==> config.mk <==
export PLATFORM = sky130hd
export DESIGN_NAME = mem_arbiter
export DESIGN_NICKNAME = d
export VERILOG_FILES = /design/src/rtl/mem_arbiter.sv
export SDC_FILE = /design/constraint.sdc
export NUM_CORES = 1
export LEC_CHECK = 0
export ABC_AREA = 1
export BUFFER_PORTS_ARGS = -buffer_cell sky130_fd_sc_hd__buf_2
export CAP_MARGIN = 15
export CORE_AREA = 2 2 344 346
export DETAILED_ROUTE_END_ITERATION = 8
export DIE_AREA = 0 0 346 348
export PLACE_DENSITY_LB_ADDON = 0.12
export REMOVE_ABC_BUFFERS = 1
export SYNTH_ARGS = -nofsm -noshare
export SYNTH_HDL_FRONTEND = slang
export SYNTH_SLANG_ARGS = --single-unit
==> constraint.sdc <==
create_clock -name clk -period 3.2 [get_ports clk]
set_input_delay 0.48 -clock clk [delete_from_list [all_inputs] [get_ports clk]]
set_output_delay 0.48 -clock clk [all_outputs]
set_load 0.01 [all_outputs]
==> src/rtl/mem_arbiter.sv <==
`default_nettype none
// ============================================================================
// Module      : mem_arbiter
// Description : Round-robin arbiter sharing one slow memory port between an
//               I-cache and a D-cache client, one transaction at a time.
// Revision    : 1.0 - initial release
// ============================================================================
module mem_arbiter #(
    parameter int ADDR_W = 28,
    parameter int DATA_W = 128
) (
    input  logic              clk,
    input  logic              rst_n,
    input  logic              I_read,
    input  logic              I_write,
    input  logic [ADDR_W-1:0] I_addr,
    input  logic [DATA_W-1:0] I_wdata,
    output logic [DATA_W-1:0] I_rdata,
    output logic              I_ready,
    input  logic              D_read,
    input  logic              D_write,
    input  logic [ADDR_W-1:0] D_addr,
    input  logic [DATA_W-1:0] D_wdata,
    output logic [DATA_W-1:0] D_rdata,
    output logic              D_ready,
    output logic              mem_read,
    output logic              mem_write,
    output logic [ADDR_W-1:0] mem_addr,
    output logic [DATA_W-1:0] mem_wdata,
    input  logic [DATA_W-1:0] mem_rdata,
    input  logic              mem_ready,
    output logic [15:0]       conflict_cnt
);

    localparam logic [1:0] c_IDLE  = 2'd0;
    localparam logic [1:0] c_SERVE = 2'd1;
    localparam logic [1:0] c_RESP  = 2'd2;

    logic [1:0]        r_state;
    logic              r_prio_d;
    logic              r_gnt_d;
    logic              r_mem_read;
    logic              r_mem_write;
    logic [ADDR_W-1:0] r_mem_addr;
    logic [DATA_W-1:0] r_mem_wdata;
    logic [DATA_W-1:0] r_i_rdata;
    logic [DATA_W-1:0] r_d_rdata;
    logic              r_i_ready;
    logic              r_d_ready;
    logic [15:0]       r_conflict_cnt;

    logic w_i_req;
    logic w_d_req;
    logic w_pick_d;

    assign w_i_req  = I_read | I_write;
    assign w_d_req  = D_read | D_write;
    // D wins when it is the only requester or when it holds the round-robin turn
    assign w_pick_d = w_d_req & (~w_i_req | r_prio_d);

    always_ff @(posedge clk or negedge rst_n) begin
        if (!rst_n) begin
            r_state        <= c_IDLE;
            r_prio_d       <= 1'b1;
            r_gnt_d        <= 1'b0;
            r_mem_read     <= 1'b0;
            r_mem_write    <= 1'b0;
            r_mem_addr     <= '0;
            r_mem_wdata    <= '0;
            r_i_rdata      <= '0;
            r_d_rdata      <= '0;
            r_i_ready      <= 1'b0;
            r_d_ready      <= 1'b0;
            r_conflict_cnt <= '0;
        end else begin
            case (r_state)
                c_IDLE: begin
                    if (w_i_req && w_d_req && (r_conflict_cnt != 16'hFFFF))
                        r_conflict_cnt <= r_conflict_cnt + 16'd1;
                    if (w_i_req || w_d_req) begin
                        r_gnt_d     <= w_pick_d;
                        r_prio_d    <= ~w_pick_d;
                        // A simultaneous read+write is issued as a write
                        r_mem_write <= w_pick_d ? D_write : I_write;
                        r_mem_read  <= w_pick_d ? ~D_write : ~I_write;
                        r_mem_addr  <= w_pick_d ? D_addr : I_addr;
                        r_mem_wdata <= w_pick_d ? D_wdata : I_wdata;
                        r_state     <= c_SERVE;
                    end
                end
                c_SERVE: begin
                    if (mem_ready) begin
                        if (r_gnt_d) begin
                            r_d_rdata <= mem_rdata;
                            r_d_ready <= 1'b1;
                        end else begin
                            r_i_rdata <= mem_rdata;
                            r_i_ready <= 1'b1;
                        end
                        r_mem_read  <= 1'b0;
                        r_mem_write <= 1'b0;
                        r_state     <= c_RESP;
                    end
                end
                c_RESP: begin
                    r_i_ready <= 1'b0;
                    r_d_ready <= 1'b0;
                    r_state   <= c_IDLE;
                end
                default: r_state <= c_IDLE;
            endcase
        end
    end

    assign I_rdata      = r_i_rdata;
    assign I_ready      = r_i_ready;
    assign D_rdata      = r_d_rdata;
    assign D_ready      = r_d_ready;
    assign mem_read     = r_mem_read;
    assign mem_write    = r_mem_write;
    assign mem_addr     = r_mem_addr;
    assign mem_wdata    = r_mem_wdata;
    assign conflict_cnt = r_conflict_cnt;

endmodule
`default_nettype wire

==> flow_metrics.env, run 1 <==
export IMPL_ys_warn_count=0
export IMPL_via_per_inst=3.67
export IMPL_cp_start_kind="register"
export IMPL_worstPathMaxFanout=53
export IMPL_coreArea_um2=117000
export IMPL_r2r_cells=10
export IMPL_p_seq_share_pct=36.2
export IMPL_grt_total_usage_pct=12.8
export IMPL_synthCells=1977
export IMPL_internal_power_mw=15.7
export IMPL_io_buffer_count=878
export IMPL_drc=0
export IMPL_fin_skew_ns=0.0206
export IMPL_timing_hold_ws_ns=0.0595
export IMPL_place_hpwl_um=60600
export IMPL_die_w_um=346
export IMPL_yosys_area_top_type_share_pct=62.5
export IMPL_timing_final_crit_period_ns=2.58
export IMPL_syn_cell_area_um2=17400
export IMPL_p_per_area_nw_per_um2=988
export IMPL_worstPathCellList="nor2_2 -> inv_1 -> a21oi_4 -> inv_6 -> nor2_4 -> buf_12 -> buf_12 -> nand2_1 -> nand3_1 -> dlygate4sd3_1"
export IMPL_required_ns=3.77
export IMPL_synth_cell_types=23
export IMPL_seq_area_frac_synth_pct=62.6
export IMPL_num_rows=126
export IMPL_setup_worst_path_end_class="register"
export IMPL_final_setup_viol_count=0
export IMPL_cts_max_path_buffers=3
export IMPL_hold_viol_final=0
export IMPL_slew_violations=0
export IMPL_cp_depth=10
export IMPL_dp_slack_ns=0.855
export IMPL_grt_pass1_wl_um=116000
export IMPL_firstDrtPassIters=5
export IMPL_cts_htree_levels=2
export IMPL_path_common_cell="buf_12"
export IMPL_crit_path_top_delay_cell="dlygate4sd3_1"
export IMPL_overflow=0
export IMPL_postCtsSetupBuffers=0
export IMPL_critPathLaunch="r_state[0]"
export IMPL_slew_headroom_pct=31.2
export IMPL_rrSetupSlack_ns=0.62
export IMPL_clk_pin_slew_ns=0.06
export IMPL_dp_cells=4330
export IMPL_dr_total_vias=16500
export IMPL_dpl_cell_area_um2=23800
export IMPL_power_frac_clock_pct=25.3
export IMPL_fmax_mhz=388
export IMPL_cts_tree="yes"
export IMPL_synth_seq_cells=436
export IMPL_power_mw=26.0
export IMPL_die_area_um2=120000
export IMPL_hp_class="primary input to register"
export IMPL_worstReg2RegStart="r_state[0]"
export IMPL_worst_slack_ns=0.624
export IMPL_p_comb_share_pct=38.5
export IMPL_crit_end="mem_wdata[76]"
export IMPL_drt_iter0_markers=702
export IMPL_finalSetupTns_ns=0
export IMPL_cp_top_family="buffers and inverters"
export IMPL_insertion_delay_ns=0.62
export IMPL_avgSynthCellArea_um2=8.82
export IMPL_p_sw_mw=10.3
export IMPL_grt_max_degree=172
export IMPL_root_buffer="clkbuf_16"
export IMPL_cp_num_buf_inv=5
export IMPL_clock_sinks=436
export IMPL_status="complete, no violations"
export IMPL_die_h_um=348
export IMPL_timing_final_crit_share_pct=80.5
export IMPL_design_area_um2=26300
export IMPL_crit_arrival_ns=3.14
export IMPL_max_slew_worst_pin_slew_ns=1.03
export IMPL_final_nets=3356
export IMPL_cts_buffers=56
export IMPL_wl_um=79500
export IMPL_netSwitchingFraction_pct=39.5
export IMPL_grt_pass1_vias=16800
export IMPL_area_growth_pct=51.1
export IMPL_fin_cells=4494
export IMPL_r2r_end="mem_wdata[76]"
export IMPL_p_leak_nw=14.0
export IMPL_initial_core_util_pct=14.9
export IMPL_ant_nets=0
export IMPL_routedWlPerCell_um=17.7
export IMPL_synth_top_cells_by_area="dfrtp_1 62%, nand2_1 17%, o21ai_0 7.6%, nand3_1 5.1%, inv_1 3.3%"
export IMPL_io_pins=879
export IMPL_worst_path_largest_cell_delay_ns=0.54
export IMPL_yosysTopAreaCell="dfrtp_1"
export IMPL_drv_cap=0
export IMPL_crit_type="register to register"
export IMPL_antenna_found_initial=28
export IMPL_nFillCells=13200
export IMPL_ir_drop_uv=798
export IMPL_rsz0062_at_grt="false"
export IMPL_place_congestion=0.763
export IMPL_drive_gt1_share_pct=34.8
export IMPL_final_core_util_pct=22.5
## per-layer routing
metal	vias up	wire length, um	GRT usage [%]
li1	8110	-	-
met1	7609	31600	15.0
met2	586	38900	21.9
met3	127	6990	4.82
met4	40	1750	3.10
met5	-	255	0
## worst min-delay path by stage
| stage | cells past startpoint | slack, ns | end | start |
|---|---|---|---|---|
| finish | 3 | 0.06 | mem_wdata[115] | I_wdata[115] |
| global route | 3 | 0.02 | mem_wdata[89] | I_wdata[89] |
| CTS | 3 | 0.00003 | mem_wdata[71] | D_wdata[71] |
| detailed placement | 2 | 0.47 | D_rdata[34] | D_rdata[34] |
| global placement | 2 | 0.46 | I_rdata[116] | I_rdata[116] |
| floorplan | 0 | 0.18 | D_rdata[0] | rst_n |
## synthesized netlist by cell type (all sizes together)
cell type  count
nand4          4
ha             1
mux2i          1
o21ai        264
clkbuf        56
a21oi          1
dfrtp        435
nor3           1
inv          154
nand3        178
dfstp          1
xor2           4
nand3b         1
buf           54
nor2          23
o21bai         1
nand2        798
## state kept, by name, indices dropped and copies added, names as in the netlist
register,cells
mem_read,1
D_ready,1
I_ready,1
D_rdata,128
mem_write,1
mem_addr,28
mem_wdata,128
r_prio_d,1
r_gnt_d,1
I_rdata,128
conflict_cnt,16
r_state,2
## power groups by stage
stage	Clock (mW)	Sequential, mW	Combinational [mW]
finish	6.57	9.43	10.0
detailed placement	0	9.53	10.3
global route	7.09	9.79	11.2
CTS	6.88	9.48	10.4
floorplan	0	10.6	3.80
global placement	0	9.57	10.3
## final cells by class
cell class	instances	area, um2	area share (%)
repair buffers	983	5550	21.1
diodes	8	20.0	0.0760
clock inverters	14	150	0.570
flip-flops and latches	436	10900	41.4
well taps	1536	1920	7.30
multi-input cells	1277	5450	20.7
inverters	154	583	2.21
clock buffers	86	1760	6.67
## tightest hold or removal path, cell delays in order
cell,delay [ns]
buf_2,0.08
nand2_1,0.04
nand3_1,0.05
## what timing repair did
| action | 4_1_cts | 5_1_grt |
|---|---|---|
| hold buffers | 56 | 0 |
| hold endpoints to repair | 107 | 0 |
| resized for setup | 0 | 0 |
| setup endpoints to repair | 0 | 0 |
## kinds of logic (layout without fill, tap and decap cells)
family                     after synthesis  in the layout  synth area share [%]
adders and majority gates                1              1                0.0718
buffers and inverters                  264           1237                  6.28
muxes                                    1              1                0.0574
and+or+nand+nor                       1005           1005                  23.1
xor gates and xnor gates                 4              4                 0.201
other                                    0              8                     0
DFF                                    436            436                  62.6
AOI/OAI and AO/OA                      266            266                  7.72
## placed cells by master (no fill, tap or decap), drive strengths merged
master,count
clkinvlp,2
buf,927
clkinv,9
clkbuf,86
nand3,178
nand3b,1
diode,8
a21oi,1
dlygate4sd3,56
nor3,1
nor2,23
bufinv,3
o21bai,1
nand2,798
ha,1
nand4,4
dfrtp,435
xor2,4
o21ai,264
mux2i,1
inv,154
dfstp,1
Note: power is estimated with default switching activity, not from simulation.
==> run 2, diff against run 1 <==
Settings changed: ABC_AREA 1 to 0, CORE_AREA 2 2 344 346 to 2 2 343 345, DIE_AREA 0 0 346 348 to 0 0 345 347.
Clock period 3.2 ns to 2.1 ns, I/O delays scaled along.
==> flow_metrics.env, run 2 <==
export IMPL_status="finished, violations left"
export IMPL_violations="DRC"
export IMPL_io_pins=879
export IMPL_num_rows=125
export IMPL_rrSetupSlack_ns=0.18
export IMPL_cp_start_kind="register"
export IMPL_grt_total_usage_pct=13.5
export IMPL_yosysTopAreaCell="dfrtp_1"
export IMPL_hold_end="mem_read"
export IMPL_setup_worst_path_end_class="register"
export IMPL_slew_headroom_pct=46.9
export IMPL_syn_cell_area_um2=17300
export IMPL_hold_viol_final=0
export IMPL_synth_async_reset_ratio_pct=100
export IMPL_io_buffer_count=878
export IMPL_crit_path_top_delay_cell="dfrtp_1"
export IMPL_routedWlPerCell_um=20.3
export IMPL_r2r_end="D_rdata[124]"
export IMPL_cp_num_buf_inv=2
export IMPL_ir_drop_uv=606
export IMPL_cts_max_path_buffers=3
export IMPL_most_common_layout_cells="877 x buf_2, 442 x dlygate4sd3_1, 435 x dfrtp_1"
export IMPL_cts_htree_levels=2
export IMPL_insertion_delay_ns=0.63
export IMPL_wl_um=83600
export IMPL_finalSetupTns_ns=0
export IMPL_seq_area_frac_synth_pct=63.1
export IMPL_clock_sinks=436
export IMPL_worstPathMaxFanout=25
export IMPL_initial_core_util_pct=14.9
export IMPL_synth_cell_types=38
export IMPL_clk_pin_slew_ns=0.06
export IMPL_synth_flop_cell="dfrtp_1"
export IMPL_yosys_area_top_type_share_pct=63.0
export IMPL_timing_final_crit_period_ns=1.92
export IMPL_r2r_cells=6
export IMPL_die_area_um2=120000
export IMPL_via_per_inst=3.86
export IMPL_die_h_um=347
export IMPL_place_hpwl_um=65200
export IMPL_drt_iter0_markers=1395
export IMPL_grt_max_degree=56
export IMPL_fin_skew_ns=0.0179
export IMPL_hp_class="primary input to register"
export IMPL_drc=15
export IMPL_cp_top_family="simple AND/OR/NAND/NOR gates"
export IMPL_dr_total_vias=15900
export IMPL_area_growth_pct=74.8
export IMPL_overflow=0
export IMPL_final_nets=2993
export IMPL_final_common_cell="buf_2"
export IMPL_dp_cells=3570
export IMPL_coreArea_um2=116000
export IMPL_slew_violations=0
export IMPL_die_w_um=345
export IMPL_place_congestion=0.898
export IMPL_hold_depth=4
export IMPL_timing_final_crit_share_pct=91.3
export IMPL_final_setup_viol_count=0
export IMPL_root_buffer="clkbuf_16"
export IMPL_antenna_found_initial=9
export IMPL_drive_gt1_share_pct=50.3
export IMPL_power_mw=43.2
export IMPL_fin_cells=4113
export IMPL_max_slew_worst_pin_slew_ns=0.797
export IMPL_synth_top_cells_by_area="dfrtp_1 63%, mux2_2 13%, a222oi_1 9.0%, mux2_4 4.8%, inv_1 3.4%"
export IMPL_p_per_area_nw_per_um2=1430
export IMPL_avgSynthCellArea_um2=14.8
export IMPL_p_leak_nw=15.1
export IMPL_drv_cap=0
export IMPL_ys_warn_count=0
export IMPL_crit_type="register to register"
export IMPL_synth_edff_count=0
export IMPL_final_core_util_pct=26.1
export IMPL_rsz0062_at_grt="false"
export IMPL_yosysMostFrequentCell="dfrtp_1"
export IMPL_worst_path_largest_cell_delay_ns=0.38
export IMPL_worstReg2RegStart="r_state[1]"
export IMPL_crit_arrival_ns=2.41
export IMPL_fmax_mhz=522
export IMPL_synthCells=1168
export IMPL_worstPathCellList="nand2b_1 -> or2_4 -> inv_2 -> nand2_8 -> buf_12 -> mux2_1"
export IMPL_synth_seq_cells=436
export IMPL_min_from="D_write"
export IMPL_cts_buffers=55
export IMPL_required_ns=2.59
export IMPL_cts_tree="yes"
export IMPL_postCtsSetupBuffers=0
export IMPL_netlist_top_cells_count="435 x dfrtp_1, 193 x mux2_2, 158 x inv_1, 156 x a222oi_1, 55 x mux2_4"
export IMPL_grt_pass1_wl_um=121000
export IMPL_grt_pass1_vias=17900
export IMPL_firstDrtPassIters=9
export IMPL_ant_nets=0
-- run 2: worst reg2reg max path, stage by stage, from the launching register on --
cell      delay, ns
dfrtp_1        0.38
nand2b_1       0.16
or2_4          0.26
inv_2          0.11
nand2_8        0.17
buf_12         0.36
mux2_1         0.34
-- run 2: cells by family (layout without fill, tap and decap cells) --
kind of cell	count (synthesis)	count (layout)	share of synthesized area [%]
AND/OR/NAND/NOR	50	50	1.67
adder cells (fa/ha/maj)	1	1	0.0724
buffers and inverters	242	1657	6.88
XOR/XNOR	15	15	0.760
other	0	6	0
multiplexers	257	257	17.9
AO/OA/AOI/OAI	167	167	9.55
flip-flops	436	436	63.1
-- run 2: routing by layer --
metal  up-vias  GRT usage [%]  part of all wire (%)
met5         -          0.480                 0.090
met4         6           4.81                   2.9
met3       138           5.37                   9.5
met2       667           23.8                    51
met1      7999           14.6                    37
li1       7078              -                     -
-- run 2: timing repair --
item	4_1_cts	5_1_grt
hold endpoints to repair	448	0
resized for setup	0	0
hold buffers	442	0
-- run 2: cell type report --
cell class                      count  area [um2]
Sequential cell                   436       10900
Inverter                          159         597
Multi-Input combinational cell    490        5220
Timing Repair Buffer             1403        9790
Clock buffer                       86        1670
Antenna cell                        6        15.0
Tap cell                         1524        1910
Fill cell                       12300       85500
Clock inverter                      9         101
-- run 2: stage by stage --
stage	worst slack, ns	cell area, um2	hold WS (ns)
final	0.183	30200	0.121
after global routing	0.0803	30200	0.121
after CTS	0.151	30200	0.0430
after detailed placement	0.150	24000	0.345
after global placement	0.141	24000	0.340
after floorplan	-11.42	16700	0.0194
-- run 2: worst max path at each step --
stage                     from             to  slack, ns  cells after the start
floorplan              D_write    mem_addr[0]     -11.42                      3
global placement    r_state[0]  mem_wdata[45]       0.14                      7
detailed placement  r_state[1]   I_rdata[115]       0.15                      6
CTS                 r_state[1]   I_rdata[115]       0.15                      6
global route        r_state[1]    I_rdata[97]       0.08                      6
finish              r_state[1]   D_rdata[124]       0.18                      6
-- run 2: power breakdown --
| group | total (mW) | internal, mW | switching (mW) |
|---|---|---|---|
| Clock | 9.42 | 5.62 | 3.80 |
| Sequential | 15.2 | 12.6 | 2.62 |
| Combinational | 18.6 | 8.89 | 9.68 |
==> run 3, diff against run 2 <==
Settings changed: BUFFER_PORTS_ARGS -buffer_cell sky130_fd_sc_hd__buf_2 to -buffer_cell sky130_fd_sc_hd__clkbuf_2.
==> flow_metrics.env, run 3 (same netlist as run 2, synthesis figures left out) <==
export IMPL_worst_path_largest_cell_delay_ns=0.51
export IMPL_grt_max_degree=92
export IMPL_crit_path_top_delay_cell="a222oi_1"
export IMPL_drv_cap=0
export IMPL_grt_pass1_wl_um=122000
export IMPL_slew_headroom_pct=47.9
export IMPL_die_area_um2=120000
export IMPL_final_nets=2987
export IMPL_rsz0062_at_grt="false"
export IMPL_cp_top_family="buffers and inverters"
export IMPL_cp_num_buf_inv=4
export IMPL_cp_start_kind="register"
export IMPL_p_sw_mw=16.3
export IMPL_grt_total_usage_pct=13.6
export IMPL_register_area_um2=10900
export IMPL_crit_type="register to register"
export IMPL_timing_final_crit_share_pct=95.4
export IMPL_dp_cells=3564
export IMPL_cts_htree_levels=2
export IMPL_most_common_layout_cells="877 x clkbuf_2, 442 x dlygate4sd3_1, 435 x dfrtp_1"
export IMPL_die_w_um=345
export IMPL_hold_viol_final=0
export IMPL_io_pins=879
export IMPL_p_comb_share_pct=42.4
export IMPL_dpl_cell_area_um2=23900
export IMPL_multi_input_area_um2=5220
export IMPL_p_seq_share_pct=35.4
export IMPL_timing_final_crit_period_ns=2.00
export IMPL_io_buffer_count=878
export IMPL_p_per_area_nw_per_um2=1440
export IMPL_p_leak_nw=15.1
export IMPL_hp_class="primary input to register"
export IMPL_drt_iter0_markers=1321
export IMPL_power_frac_clock_pct=22.2
export IMPL_die_h_um=347
export IMPL_path_common_cell="buf_4"
export IMPL_worstPathMaxFanout=51
export IMPL_fmax_mhz=499
export IMPL_via_per_inst=3.84
export IMPL_internal_power_mw=27.1
export IMPL_cts_resized=0
export IMPL_antenna_found_initial=2
export IMPL_slew_violations=0
export IMPL_required_ns=2.58
export IMPL_ir_drop_uv=648
export IMPL_routedWlPerCell_um=20.4
export IMPL_fin_cells=4107
export IMPL_area_growth_pct=74.3
export IMPL_place_congestion=0.874
export IMPL_final_setup_viol_count=0
export IMPL_clock_sinks=436
export IMPL_num_rows=125
export IMPL_ant_nets=0
export IMPL_nFillCells=12400
export IMPL_status="finished, violations left"
export IMPL_worstPathCellList="nor2_1 -> buf_4 -> o41ai_2 -> buf_12 -> buf_4 -> a222oi_1 -> inv_1"
export IMPL_grt_pass1_vias=17600
export IMPL_timing_hold_ws_ns=0.142
export IMPL_overflow=0
export IMPL_finalSetupTns_ns=0
export IMPL_cts_buffers=55
export IMPL_coreArea_um2=116000
export IMPL_power_mw=43.4
export IMPL_wl_um=83600
export IMPL_setup_worst_path_end_class="register"
export IMPL_cts_max_path_buffers=3
export IMPL_root_buffer="clkbuf_16"
export IMPL_insertion_delay_ns=0.64
export IMPL_drc=18
export IMPL_fin_skew_ns=0.0323
export IMPL_clk_pin_slew_ns=0.05
export IMPL_crit_arrival_ns=2.48
export IMPL_firstDrtPassIters=9
export IMPL_design_area_um2=30100
export IMPL_netSwitchingFraction_pct=37.5
export IMPL_initial_core_util_pct=14.9
export IMPL_dr_total_vias=15800
export IMPL_violations="DRC"
export IMPL_final_common_cell="clkbuf_2"
export IMPL_drive_gt1_share_pct=50.2
export IMPL_place_hpwl_um=65200
export IMPL_max_slew_worst_pin_slew_ns=0.781
export IMPL_cts_tree="yes"
==> run 3: cell types whose count changed in the layout (fill, tap and decap cells not counted) <==
cell / change
clkbuf_8: -1
clkbuf_16: -1
clkinv_2: +2
buf_12: -7
buf_2: -877
clkinv_8: +1
diode_2: -4
clkbuf_2: +877
buf_4: +1
inv_6: +1
bufinv_16: +2
==> run 3: power by group through the flow <==
stage | sequential, mW | combinational, mW | clock (mW)
global route | 15.9 | 20.0 | 10.4
global placement | 15.4 | 17.9 | 0
finish | 15.4 | 18.4 | 9.66
CTS | 15.4 | 18.8 | 10.1
detailed placement | 15.5 | 18.0 | 0
floorplan | 16.6 | 6.91 | 0
==> run 3: layout make-up <==
type,count,share of cell area (%)
diodes,2,0.0166
clock buffers,84,5.40
clock inverters,15,0.652
inverters,159,1.98
multi-input cells,490,17.3
flip-flops and latches,436,36.2
well taps,1524,6.33
repair buffers,1397,32.1
==> run 3: worst paths after layout <==
path / startpoint / end / slack [ns] / cells after the start
setup / recovery: r_state[0] / mem_wdata[82] / 0.1 / 7
hold / removal: D_write / mem_read / 0.14 / 4
setup reg to reg: r_state[0] / mem_wdata[82] / 0.1 / 7
hold reg to reg: I_ready / I_ready / 0.48 / 1
max in group asynchronous: rst_n / I_rdata[66] / 1.08 / 4
min in group asynchronous: rst_n / mem_addr[20] / 0.20 / 2
==> run 3: layer usage <==
metal | part of all wire (%) | GRT usage, %
met5 | 0 | 0
met4 | 2.3 | 3.89
met3 | 8.4 | 4.78
met2 | 51 | 24.1
met1 | 38 | 15.2
==> run 3: timing repair <==
item	in CTS	in global routing
setup endpoints to repair	0	1
hold buffers	442	0
setup buffers	0	0
endpoints found under the hold margin	657	0
==> run 3: through the flow <==
stage / setup slack, ns / util (%)
3_5_place_dp: 0.151 / 20.6
5_1_grt: 0.00585 / 26.0
6_report: 0.0959 / 26.0
3_3_place_gp: 0.139 / 20.6
4_1_cts: 0.140 / 26.0
2_1_floorplan: -11.42 / -
==> run 3: worst min-delay path, delay by kind of cell <==
kind	cells	cell delay, ns
AO/OA/AOI/OAI	1	0.12
buffers and inverters	1	0.15
AND/OR/NAND/NOR	2	0.12
